File: config.mk
export PLATFORM = sky130hd
export DESIGN_NAME = fetch_line_buffer
export DESIGN_NICKNAME = d
export VERILOG_FILES = /design/src/rtl/fetch_line_buffer_pkg.sv /design/src/rtl/fetch_line_buffer.sv
export SDC_FILE = /design/constraint.sdc
export NUM_CORES = 1
export LEC_CHECK = 0
export BUFFER_PORTS_ARGS = -buffer_cell sky130_fd_sc_hd__buf_2
export CAP_MARGIN = 20
export CORE_AREA = 4 4 316 318
export DETAILED_ROUTE_END_ITERATION = 10
export DIE_AREA = 0 0 320 322
export PLACE_DENSITY_LB_ADDON = 0.12
export RECOVER_POWER = 100
export REMOVE_ABC_BUFFERS = 1
export SYNTH_ARGS = -nofsm -noshare
export SYNTH_HDL_FRONTEND = slang
export SYNTH_SLANG_ARGS = --single-unit
File: constraint.sdc
create_clock -name clk -period 3.1 [get_ports clk]
set_clock_uncertainty 0.15 [all_clocks]
set_input_delay 0.465 -clock clk [delete_from_list [all_inputs] [get_ports clk]]
set_output_delay 0.465 -clock clk [all_outputs]
set_load 0.02 [all_outputs]
File: src/rtl/fetch_line_buffer_pkg.sv
// rtl/fetch_line_buffer_pkg.sv - shared types and line geometry for the fetch line buffer
package fetch_pkg;

  typedef enum logic [1:0] {
    IDLE  = 2'd0,
    FILL  = 2'd1,
    ISSUE = 2'd2
  } fetch_state_e;

  localparam int LINE_BYTES       = 64;
  localparam int WORDS_PER_LINE   = 16;
  localparam int WORD_OFFSET_BITS = 4;
  localparam int LINE_OFFSET_BITS = 6;

endpackage

File: src/rtl/fetch_line_buffer.sv
// rtl/fetch_line_buffer.sv - fetches one 64-byte line at a time and issues its words to decode in PC order
module fetch_line_buffer
  import fetch_pkg::*;
#(
  parameter int ADDRESS_WIDTH     = 64,
  parameter int INSTRUCTION_WIDTH = 32,
  parameter int LINE_WIDTH        = 512
) (
  input  logic                         clk,
  input  logic                         reset,
  input  logic                         in_redirect_valid,
  input  logic [ADDRESS_WIDTH-1:0]     in_redirect_pc,
  output logic                         out_fill_req,
  output logic [ADDRESS_WIDTH-1:0]     out_fill_addr,
  input  logic                         in_fill_valid,
  input  logic [LINE_WIDTH-1:0]        in_fill_data,
  output logic                         out_valid,
  output logic [INSTRUCTION_WIDTH-1:0] out_instruction_bits,
  output logic [ADDRESS_WIDTH-1:0]     out_pc,
  output logic [ADDRESS_WIDTH-1:0]     out_pcplus1,
  input  logic                         in_ready
);

  fetch_state_e state;
  fetch_state_e state_next;

  logic [ADDRESS_WIDTH-1:0] pc;
  logic [ADDRESS_WIDTH-1:0] fill_addr;
  logic [LINE_WIDTH-1:0]    line;
  logic                     drop;

  logic                        fire;
  logic                        last_word;
  logic [WORD_OFFSET_BITS-1:0] word_index;
  logic [ADDRESS_WIDTH-1:0]    redirect_pc_aligned;
  logic [ADDRESS_WIDTH-1:0]    redirect_line_base;
  logic [ADDRESS_WIDTH-1:0]    next_line_base;

  assign fire                = out_valid & in_ready;
  assign word_index          = pc[LINE_OFFSET_BITS-1:2];
  assign last_word           = (word_index == WORD_OFFSET_BITS'(WORDS_PER_LINE - 1));
  assign redirect_pc_aligned = in_redirect_pc & ~ADDRESS_WIDTH'(3);
  assign redirect_line_base  = {redirect_pc_aligned[ADDRESS_WIDTH-1:LINE_OFFSET_BITS],
                                {LINE_OFFSET_BITS{1'b0}}};
  assign next_line_base      = {pc[ADDRESS_WIDTH-1:LINE_OFFSET_BITS], {LINE_OFFSET_BITS{1'b0}}}
                               + ADDRESS_WIDTH'(LINE_BYTES);

  always_ff @(posedge clk or negedge reset) begin
    if (!reset) begin
      state <= IDLE;
    end else begin
      state <= state_next;
    end
  end

  always_comb begin
    state_next = state;
    case (state)
      IDLE: begin
        if (in_redirect_valid) state_next = FILL;
      end
      FILL: begin
        if (in_redirect_valid) state_next = FILL;
        else if (in_fill_valid && !drop) state_next = ISSUE;
      end
      ISSUE: begin
        if (in_redirect_valid) state_next = FILL;
        else if (fire && last_word) state_next = FILL;
      end
      default: state_next = IDLE;
    endcase
  end

  // drop marks the single outstanding response as stale after a redirect during FILL
  always_ff @(posedge clk or negedge reset) begin
    if (!reset) begin
      pc        <= '0;
      fill_addr <= '0;
      line      <= '0;
      drop      <= 1'b0;
    end else if (in_redirect_valid) begin
      pc        <= redirect_pc_aligned;
      fill_addr <= redirect_line_base;
      if (state == FILL) drop <= ~in_fill_valid;
    end else begin
      case (state)
        FILL: begin
          if (in_fill_valid) begin
            if (drop) drop <= 1'b0;
            else      line <= in_fill_data;
          end
        end
        ISSUE: begin
          if (fire) begin
            pc <= pc + ADDRESS_WIDTH'(4);
            if (last_word) fill_addr <= next_line_base;
          end
        end
        default: ;
      endcase
    end
  end

  assign out_fill_addr = fill_addr;

  always_comb begin
    out_fill_req         = 1'b0;
    out_valid            = 1'b0;
    out_instruction_bits = '0;
    out_pc               = '0;
    out_pcplus1          = '0;
    case (state)
      FILL: out_fill_req = 1'b1;
      ISSUE: begin
        out_valid            = 1'b1;
        out_instruction_bits = line[{word_index, 5'b00000} +: INSTRUCTION_WIDTH];
        out_pc               = pc;
        out_pcplus1          = pc + ADDRESS_WIDTH'(4);
      end
      default: ;
    endcase
  end

endmodule

==> impl_metrics.json, run 1 <==
{
  "r2r_cells": 4,
  "dpl_cell_area_um2": 37900,
  "grt_overflow_total": 0,
  "first_global_vias": 29572,
  "finalMaxSlewViolations": 0,
  "syn_area_per_cell_um2": 13.0,
  "drt-pass1-iter-count": 5,
  "r2r_end": "line[395]",
  "setup_ws_ns": -0.421,
  "grt_antenna_before_repair": 48,
  "core_um2": 96600,
  "avgViaCountPerCell": 5.03,
  "drive_above_1_share_pct": 48.7,
  "synth_edf_count": 0,
  "synth-main-ff-cell": "dfrtp_1",
  "num_vias": 26717,
  "cp_max_fo": 12,
  "grt.busiest_layer": "met2",
  "netSwitchingFraction_pct": 28.5,
  "grt_max_degree": 114,
  "whs_ns": 0.0349,
  "p_clk_share_pct": 26.9,
  "yosys_warnings": 0,
  "reg2reg_from": "state[0]",
  "endpoint": "out_instruction_bits[27]",
  "p_comb_share_pct": 31.3,
  "finalPower_w": 0.0329,
  "start_kind": "flip-flop",
  "p_leak_nw": 21.1,
  "die_w_um": 320,
  "crit_start": "pc[2]",
  "final_hold_viol_count": 0,
  "syn_to_final_growth_pct": 51.9,
  "first_iter_violations": 1291,
  "clock_latency_ns": 0.64,
  "tns_ns": -18.89,
  "grtUsageMet3_pct": 5.25,
  "cts_sinks": 635,
  "fin_crit_sh_pct": 114,
  "crit_type": "reg -> out",
  "grt_use_total_pct": 23.8,
  "r2r_slack_ns": 0.22,
  "period_needed_ns": 3.52,
  "cts_htree_levels": 3,
  "grt_use_met2_pct": 41.0,
  "p_per_area_nw_per_um2": 679,
  "setup_violations": 86,
  "switching_power_w": 0.00935,
  "max_freq_mhz": 284,
  "io_pins": 807,
  "drt-wirelength-per-cell_um": 23.6,
  "num-fill-cells": 8588,
  "portBuffers": 794,
  "worstHoldPathType": "in -> reg",
  "die_height_um": 322,
  "ant_nets": 0,
  "drc": 0,
  "final_common_cell": "buf_2",
  "end_kind": "primary output",
  "grt_use_met1_pct": 28.6,
  "syn-instance-count": 2451,
  "grt_pass1_wl_um": 186000,
  "seq_area_frac_synth_pct": 49.9,
  "cts_root_buf": "clkbuf_16",
  "worst_pin_slew_ns": 1.43,
  "clk_pin_slew_worst_paths_ns": 0.06,
  "worst_ir_drop_vdd_v": 0.000487,
  "tritoncts": "yes",
  "grt_setup_unrepaired": "true",
  "required_ns": 2.48,
  "layout_common_cells": "buf_2 (663), dfrtp_1 (607), dlygate4sd3_1 (573)",
  "dp_hpwl_um": 88000,
  "seqPwrFrac_pct": 41.7,
  "outcome": "complete, but fails checks",
  "violations": "negative setup slack",
  "final_cell_area_um2": 48400,
  "cts_buffer_depth": 3,
  "internal_power_w": 0.0235,
  "initial_core_util_pct": 33.0,
  "synth_area_um2": 31900,
  "slew_headroom_pct": 4.39,
  "synth.distinct_cells": 59,
  "num_rows": 114,
  "die_area_um2": 103000,
  "nNetsFinal": 4531,
  "cts-buffers-inserted": 76,
  "drv_cap": 0,
  "routed_wl_um": 126000,
  "arrival_ns": 2.91,
  "place.gp.congestion": 0.886,
  "ys_ff_latch": 635,
  "synthArstFlopShare_pct": 100
}
==> power groups by stage <==
stage,logic [W],registers [W],clock network (W)
after floorplan,0.00740,0.0134,0
after global routing,0.0111,0.0141,0.00946
after detailed placement,0.00937,0.0138,0
after global placement,0.00911,0.0136,0
after CTS,0.0103,0.0137,0.00911
final,0.0103,0.0137,0.00885
==> worst min-delay path by stage <==
stage,start,to,slack [ns],depth (start not counted)
CTS,in_redirect_pc[31],out_fill_addr[31],0.002,3
floorplan,reset,drop,0.02,0
global placement,reset,line[416],0.30,1
global route,in_redirect_pc[31],out_fill_addr[31],0.01,3
detailed placement,reset,line[416],0.30,1
finish,in_redirect_pc[31],out_fill_addr[31],0.03,3
==> synth_stat cells (all sizes together), types with 45 or more instances <==
| library cell | instances | area, um2 |
|---|---|---|
| dfrtp | 635 | 15900 |
| mux2 | 512 | 5770 |
| and2 | 94 | 588 |
| mux4 | 160 | 3600 |
| nor2 | 155 | 582 |
| nand2 | 124 | 468 |
| buf | 61 | 359 |
| clkbuf | 156 | 761 |
| o21ai | 106 | 534 |
| nor3 | 59 | 310 |
| nand4 | 45 | 318 |
| xnor2 | 125 | 1090 |
==> critical path: stages (launching register included) <==
cell and delay [ns]:
dfrtp_4 0.49, buf_16 0.20, buf_4 0.16, mux4_2 0.55, mux4_2 0.47, and2_1 0.19, buf_2 0.16
==> per-layer routing <==
layer / routed length, um / vias to the layer above / part of all wire, %
li1: - / 11825 / -
met1: 48500 / 13556 / 39
met2: 63100 / 1006 / 50
met3: 7360 / 312 / 5.9
met4: 6400 / 18 / 5.1
met5: 115 / - / 0.092
==> what timing repair did <==
item,in CTS,in global routing
setup endpoints to repair,85,88
endpoints found under the hold margin,659,0
pin swaps,38,36
hold buffers,573,0
resized for setup,251,114
setup buffers,61,36
cloned,9,5
==> kinds of logic (layout without fill, tap and decap cells) <==
logic type               count (synthesis)  after routing  synth area share, %
buffers and inverters                  226           1763                 3.63
flip-flops                             635            635                 49.9
other                                    1             52               0.0118
AND/OR/NAND/NOR                        569            570                 9.06
multiplexers                           694            694                 30.1
adder cells (fa/ha/maj)                  2              2               0.0785
AO/OA/AOI/OAI                          165            165                 2.91
XOR/XNOR                               159            159                 4.37
==> per-stage QoR <==
| step | cells | setup slack [ns] | util, % |
|---|---|---|---|
| 3_3_place_gp | 4464 | 0.0461 | 39.3 |
| 6_report | 5316 | -0.421 | 50.1 |
| 3_5_place_dp | 4464 | 0.0452 | 39.3 |
| 2_1_floorplan | 2242 | -9.77 | - |
| 5_1_grt | 5304 | -0.511 | 50.1 |
| 4_1_cts | 5234 | -0.485 | 49.4 |
==> cell type report <==
class | instances | area [um2] | share of cell area [%]
sequential | 635 | 15900 | 32.9
multi-input combinational | 1600 | 15700 | 32.4
timing repair buffer | 1627 | 12600 | 26.1
clock buffer | 109 | 2250 | 4.64
tap | 1276 | 1600 | 3.30
clock inverter | 19 | 196 | 0.406
antenna | 42 | 105 | 0.217
inverter | 8 | 31.3 | 0.0646
==> flip-flops by register name (all words and copies together), names as in the netlist <==
name,count
state,2
out_fill_addr,58
pc,62
drop,1
line,512
Power figures use the tool's default switching activity.
==> run 2, diff against run 1 <==
Settings changed: BUFFER_PORTS_ARGS -buffer_cell sky130_fd_sc_hd__buf_2 to -buffer_cell sky130_fd_sc_hd__buf_4.
==> run 2 against run 1 <==
Net effect:
- the run ends with max-capacitance violations, max-slew violations, negative setup slack left
- maximum frequency increased by 0.27%
- sequential cell count unchanged
- cell area is 4.9% higher
==> impl_metrics.json, run 2 (same netlist as run 1, synthesis figures left out) <==
{
  "outcome": "complete, but fails checks",
  "violations": "max-capacitance violations, max-slew violations, negative setup slack",
  "num-fill-cells": 8326,
  "path_cells": "buf_6, nand4_1, buf_4, or3_1, nor2_4, nand2_4, or3_1, a21oi_2, buf_6",
  "final_common_cell": "buf_4",
  "cts_buffer_depth": 3,
  "path_delay_family": "simple AND/OR/NAND/NOR gates",
  "avgViaCountPerCell": 5.00,
  "die_w_um": 320,
  "worst_pin_slew_ns": 1.71,
  "largest-register": "line",
  "period_needed_ns": 3.51,
  "clock_latency_ns": 0.61,
  "critPathBufInv": 3,
  "cts_htree_levels": 3,
  "nNetsFinal": 4569,
  "finalMaxSlewViolations": 67,
  "core_um2": 96600,
  "cts_sinks": 635,
  "arrival_ns": 2.90,
  "slowest_stage": "or3_1",
  "setup_violations": 281,
  "drc": 0,
  "cts-buffers-inserted": 76,
  "slowest_delay_ns": 0.43,
  "p_leak_nw": 21.9,
  "grt_setup_unrepaired": "true",
  "final_hold_viol_count": 0,
  "portBuffers": 794,
  "cp_max_fo": 4,
  "drv_cap": 2,
  "largest_reg_flops": 512,
  "grt_use_met2_pct": 42.9,
  "cts_root_buf": "clkbuf_16",
  "grt_antenna_before_repair": 54,
  "place.gp.congestion": 0.897,
  "io_pins": 807,
  "p_per_area_nw_per_um2": 655,
  "clk_pin_slew_worst_paths_ns": 0.06,
  "drt-wirelength-per-cell_um": 24.3,
  "initial_core_util_pct": 33.0,
  "die_height_um": 322,
  "max_freq_mhz": 285,
  "grt_pass1_wl_um": 190000,
  "layout_common_cells": "buf_4 (870), dfrtp_1 (607), dlygate4sd3_1 (571)",
  "dp_hpwl_um": 92200,
  "crit_type": "reg -> out",
  "syn_to_final_growth_pct": 59.4,
  "drive_above_1_share_pct": 49.8,
  "tns_ns": -24.56,
  "tritoncts": "yes",
  "ant_nets": 0,
  "drt-pass1-iter-count": 5,
  "die_area_um2": 103000,
  "worstHoldPathType": "in -> reg",
  "setup_ws_ns": -0.412,
  "slew_headroom_pct": -14.3,
  "grt_max_degree": 154,
  "routed_wl_um": 130000,
  "grt_use_total_pct": 24.5,
  "worst_ir_drop_vdd_v": 0.000410,
  "grt_overflow_total": 0,
  "start_kind": "flip-flop",
  "grt.busiest_layer": "met2",
  "num_rows": 114,
  "finalPower_w": 0.0333,
  "end_kind": "primary output",
  "required_ns": 2.48,
  "first_global_vias": 29541,
  "fin_crit_sh_pct": 113,
  "grtUsageMet3_pct": 5.37,
  "grt_use_met1_pct": 28.5,
  "first_iter_violations": 1598,
  "num_vias": 26761
}
[run 2: changes by cell type in the layout (fill, tap and decap cells not counted), sizes merged]
cell | before | now
buf | 963 | 1008
clkinv | 13 | 7
bufinv | 1 | 4
clkbuf | 198 | 201
inv | 11 | 8
bufbuf | 2 | 0
dlygate4sd3 | 573 | 571
clkinvlp | 2 | 1
[run 2: worst paths after layout]
kind                                    startpoint           endpoint  slack (ns)  cells after the start
worst min-delay path            in_redirect_pc[38]  out_fill_addr[38]        0.07                      3
worst max-delay path                         pc[6]    out_pcplus1[53]       -0.41                      9
worst min register to register            state[0]           state[0]        0.33                      1
worst max register to register               pc[2]             pc[60]       -0.14                     12
min in group asynchronous                    reset          line[276]        0.69                      2
max in group asynchronous                    reset          line[408]        0.05                      4
[run 2: layout make-up]
| type | count | area, um2 | area share (%) |
|---|---|---|---|
| Multi-Input combinational cell | 1600 | 16000 | 31.4 |
| Sequential cell | 635 | 15900 | 31.4 |
| Timing Repair Buffer | 1665 | 14800 | 29.1 |
| Clock buffer | 115 | 2210 | 4.35 |
| Tap cell | 1276 | 1600 | 3.14 |
| Clock inverter | 12 | 175 | 0.345 |
| Antenna cell | 42 | 105 | 0.207 |
| Inverter | 8 | 31.3 | 0.0616 |
[run 2: tightest hold or removal path, delay by kind of cell]
family | cells | cell delay, ns
and+or+nand+nor | 1 | 0.10
AOI/OAI and AO/OA | 1 | 0.09
buffers and inverters | 1 | 0.11
[run 2: per-layer routing]
metal	vias up	wire length, um
li1	11911	-
met1	13575	49700
met2	947	66200
met3	304	7840
met4	24	6060
met5	-	150
[run 2: what timing repair did]
action                                  in CTS  in global routing
gates cloned                                11                  5
hold endpoints to repair                   653                  0
endpoints found under the setup margin      84                117
resized for setup                          269                134
buffers inserted                            69                 54
pin swaps                                   55                 63
hold buffers                               571                  0
[run 2: through the flow]
stage	cell area, um2	cells	utilization [%]	worst slack, ns	hold WS (ns)
3_3_place_gp	39900	4477	41.4	-0.298	0.298
6_report	50800	5353	52.6	-0.412	0.0720
2_1_floorplan	30800	2242	-	-9.77	0.0194
5_1_grt	50800	5342	52.6	-0.528	0.0366
4_1_cts	50000	5254	51.7	-0.469	0.000390
3_5_place_dp	39900	4477	41.4	-0.307	0.303
[run 2: power by group]
| group | internal [W] | total [W] | switching [W] |
|---|---|---|---|
| Sequential | 0.0119 | 0.0137 | 0.00184 |
| Combinational | 0.00684 | 0.0108 | 0.00394 |
| Clock | 0.00521 | 0.00880 | 0.00358 |
==> run 3, diff against run 2 <==
Settings changed: CORE_AREA 4 4 316 318 to 4 4 313 315, DIE_AREA 0 0 320 322 to 0 0 317 319.
==> run 3 against run 2 <==
Net effect:
- the flow still finishes with violations (max-capacitance violations, max-slew violations, negative setup slack)
- worst setup slack got worse by 0.044 ns
- largest cell class is now sequential cells
- clock-buffer cell count fell by 4
- critical path type unchanged
- die area fell by 1.9%
==> impl_metrics.json, run 3 (same netlist as run 1, synthesis figures left out) <==
{
  "num-fill-cells": 8205,
  "core_um2": 94900,
  "arrival_ns": 2.94,
  "drv_cap": 1,
  "setup_violations": 85,
  "grt_use_total_pct": 24.9,
  "first_iter_violations": 1451,
  "grt_pass1_wl_um": 189000,
  "first_global_vias": 29599,
  "end_kind": "primary output",
  "routed_wl_um": 130000,
  "crit_type": "reg -> out",
  "num_rows": 113,
  "period_needed_ns": 3.56,
  "drt-pass1-iter-count": 5,
  "multi_input_comb_area_um2": 15800,
  "drt-wirelength-per-cell_um": 24.4,
  "outcome": "complete, but fails checks",
  "drive_above_1_share_pct": 48.5,
  "grt.busiest_layer": "met2",
  "cts_buffer_depth": 3,
  "p_leak_nw": 21.6,
  "grt_overflow_total": 0,
  "final_util_pct": 52.8,
  "grtUsageMet3_pct": 5.27,
  "finalMaxSlewViolations": 54,
  "worst_ir_drop_vdd_v": 0.000511,
  "p_comb_share_pct": 31.7,
  "portBuffers": 794,
  "num_vias": 26712,
  "seq_area_um2": 15900,
  "final_common_cell": "buf_4",
  "grt_use_met2_pct": 44.6,
  "cp_max_fo": 5,
  "max_freq_mhz": 281,
  "start_kind": "flip-flop",
  "syn_to_final_growth_pct": 57.1,
  "netSwitchingFraction_pct": 28.1,
  "ant_nets": 0,
  "grt_max_degree": 102,
  "tritoncts": "yes",
  "p_clk_share_pct": 27.3,
  "clock_latency_ns": 0.63,
  "io_pins": 807,
  "cts_htree_levels": 3,
  "slew_headroom_pct": -9.90,
  "final_hold_viol_count": 0,
  "grt_use_met1_pct": 29.4,
  "die_area_um2": 101000,
  "worstHoldPathType": "in -> reg",
  "p_per_area_nw_per_um2": 668,
  "dp_hpwl_um": 91100,
  "nNetsFinal": 4522,
  "violations": "max-capacitance violations, max-slew violations, negative setup slack",
  "avgViaCountPerCell": 5.04,
  "place.gp.congestion": 0.896,
  "layout_common_cells": "buf_4 (859), dfrtp_1 (611), dlygate4sd3_1 (573)",
  "die_height_um": 319,
  "seqPwrFrac_pct": 41.0,
  "fin_crit_sh_pct": 115,
  "setup_ws_ns": -0.456,
  "internal_power_w": 0.0241,
  "die_w_um": 317,
  "required_ns": 2.48,
  "cts-buffers-inserted": 75,
  "worst_pin_slew_ns": 1.65,
  "grt_setup_unrepaired": "true",
  "finalPower_w": 0.0335,
  "grt_antenna_before_repair": 57,
  "largest_reg_flops": 512,
  "cts_root_buf": "clkbuf_16",
  "clk_pin_slew_worst_paths_ns": 0.06,
  "initial_core_util_pct": 33.6,
  "cts_sinks": 635,
  "whs_ns": 0.0522,
  "drc": 0,
  "largest-register": "line",
  "switching_power_w": 0.00940
}
-- run 3: layer usage --
metal	routed length, um	up-vias
met2	67000	924
li1	-	11830
met3	7860	264
met1	49600	13664
met5	186	-
met4	5020	30
-- run 3: timing repair --
action / in CTS / in global routing
gates resized for setup: 161 / 146
setup buffers: 41 / 46
pin swaps: 28 / 56
cloned: 10 / 5
hold buffers: 573 / 0
hold endpoints to repair: 661 / 0
endpoints found under the setup margin: 83 / 89
-- run 3: stage by stage --
stage / instances / TNS (ns) / cell area, um2 / setup slack (ns)
floorplan: 2242 / -6044.61 / 30800 / -9.77
detailed placement: 4456 / 0 / 39900 / 0.0488
global route: 5298 / -59.83 / 50100 / -0.524
global placement: 4456 / 0 / 39900 / 0.0607
finish: 5303 / -21.47 / 50100 / -0.456
CTS: 5210 / -30.30 / 49400 / -0.529
-- run 3: cell type report --
cell class	count	area share [%]
Sequential cell	635	31.8
Multi-Input combinational cell	1599	31.5
Timing Repair Buffer	1620	28.3
Clock buffer	111	4.36
Tap cell	1265	3.16
Clock inverter	22	0.655
Antenna cell	43	0.215
Inverter	8	0.0625
-- run 3: path summary, 6_finish.rpt --
kind,from,endpoint,slack (ns),cells past startpoint
min reg2reg,state[0],state[0],0.32,1
max in group asynchronous,reset,line[507],0.18,4
min,in_redirect_pc[57],pc[57],0.05,3
max,pc[2],out_instruction_bits[27],-0.46,8
min in group asynchronous,reset,line[243],0.63,2
max reg2reg,pc[2],pc[20],-0.04,13
-- run 3: power by group through the flow --
stage	Sequential [W]	Clock [W]	Combinational (W)
floorplan	0.0134	0	0.00740
global placement	0.0136	0	0.00940
detailed placement	0.0138	0	0.00967
CTS	0.0137	0.00940	0.0107
global route	0.0141	0.00977	0.0114
finish	0.0137	0.00916	0.0106
-- run 3: critical path, cell delays in order, from the launching register on --
cell     delay (ns)
dfrtp_4        0.52
buf_16         0.17
buf_12         0.15
buf_12         0.13
buf_12         0.13
mux4_2         0.42
mux4_2         0.49
and2_4         0.18
buf_6          0.12
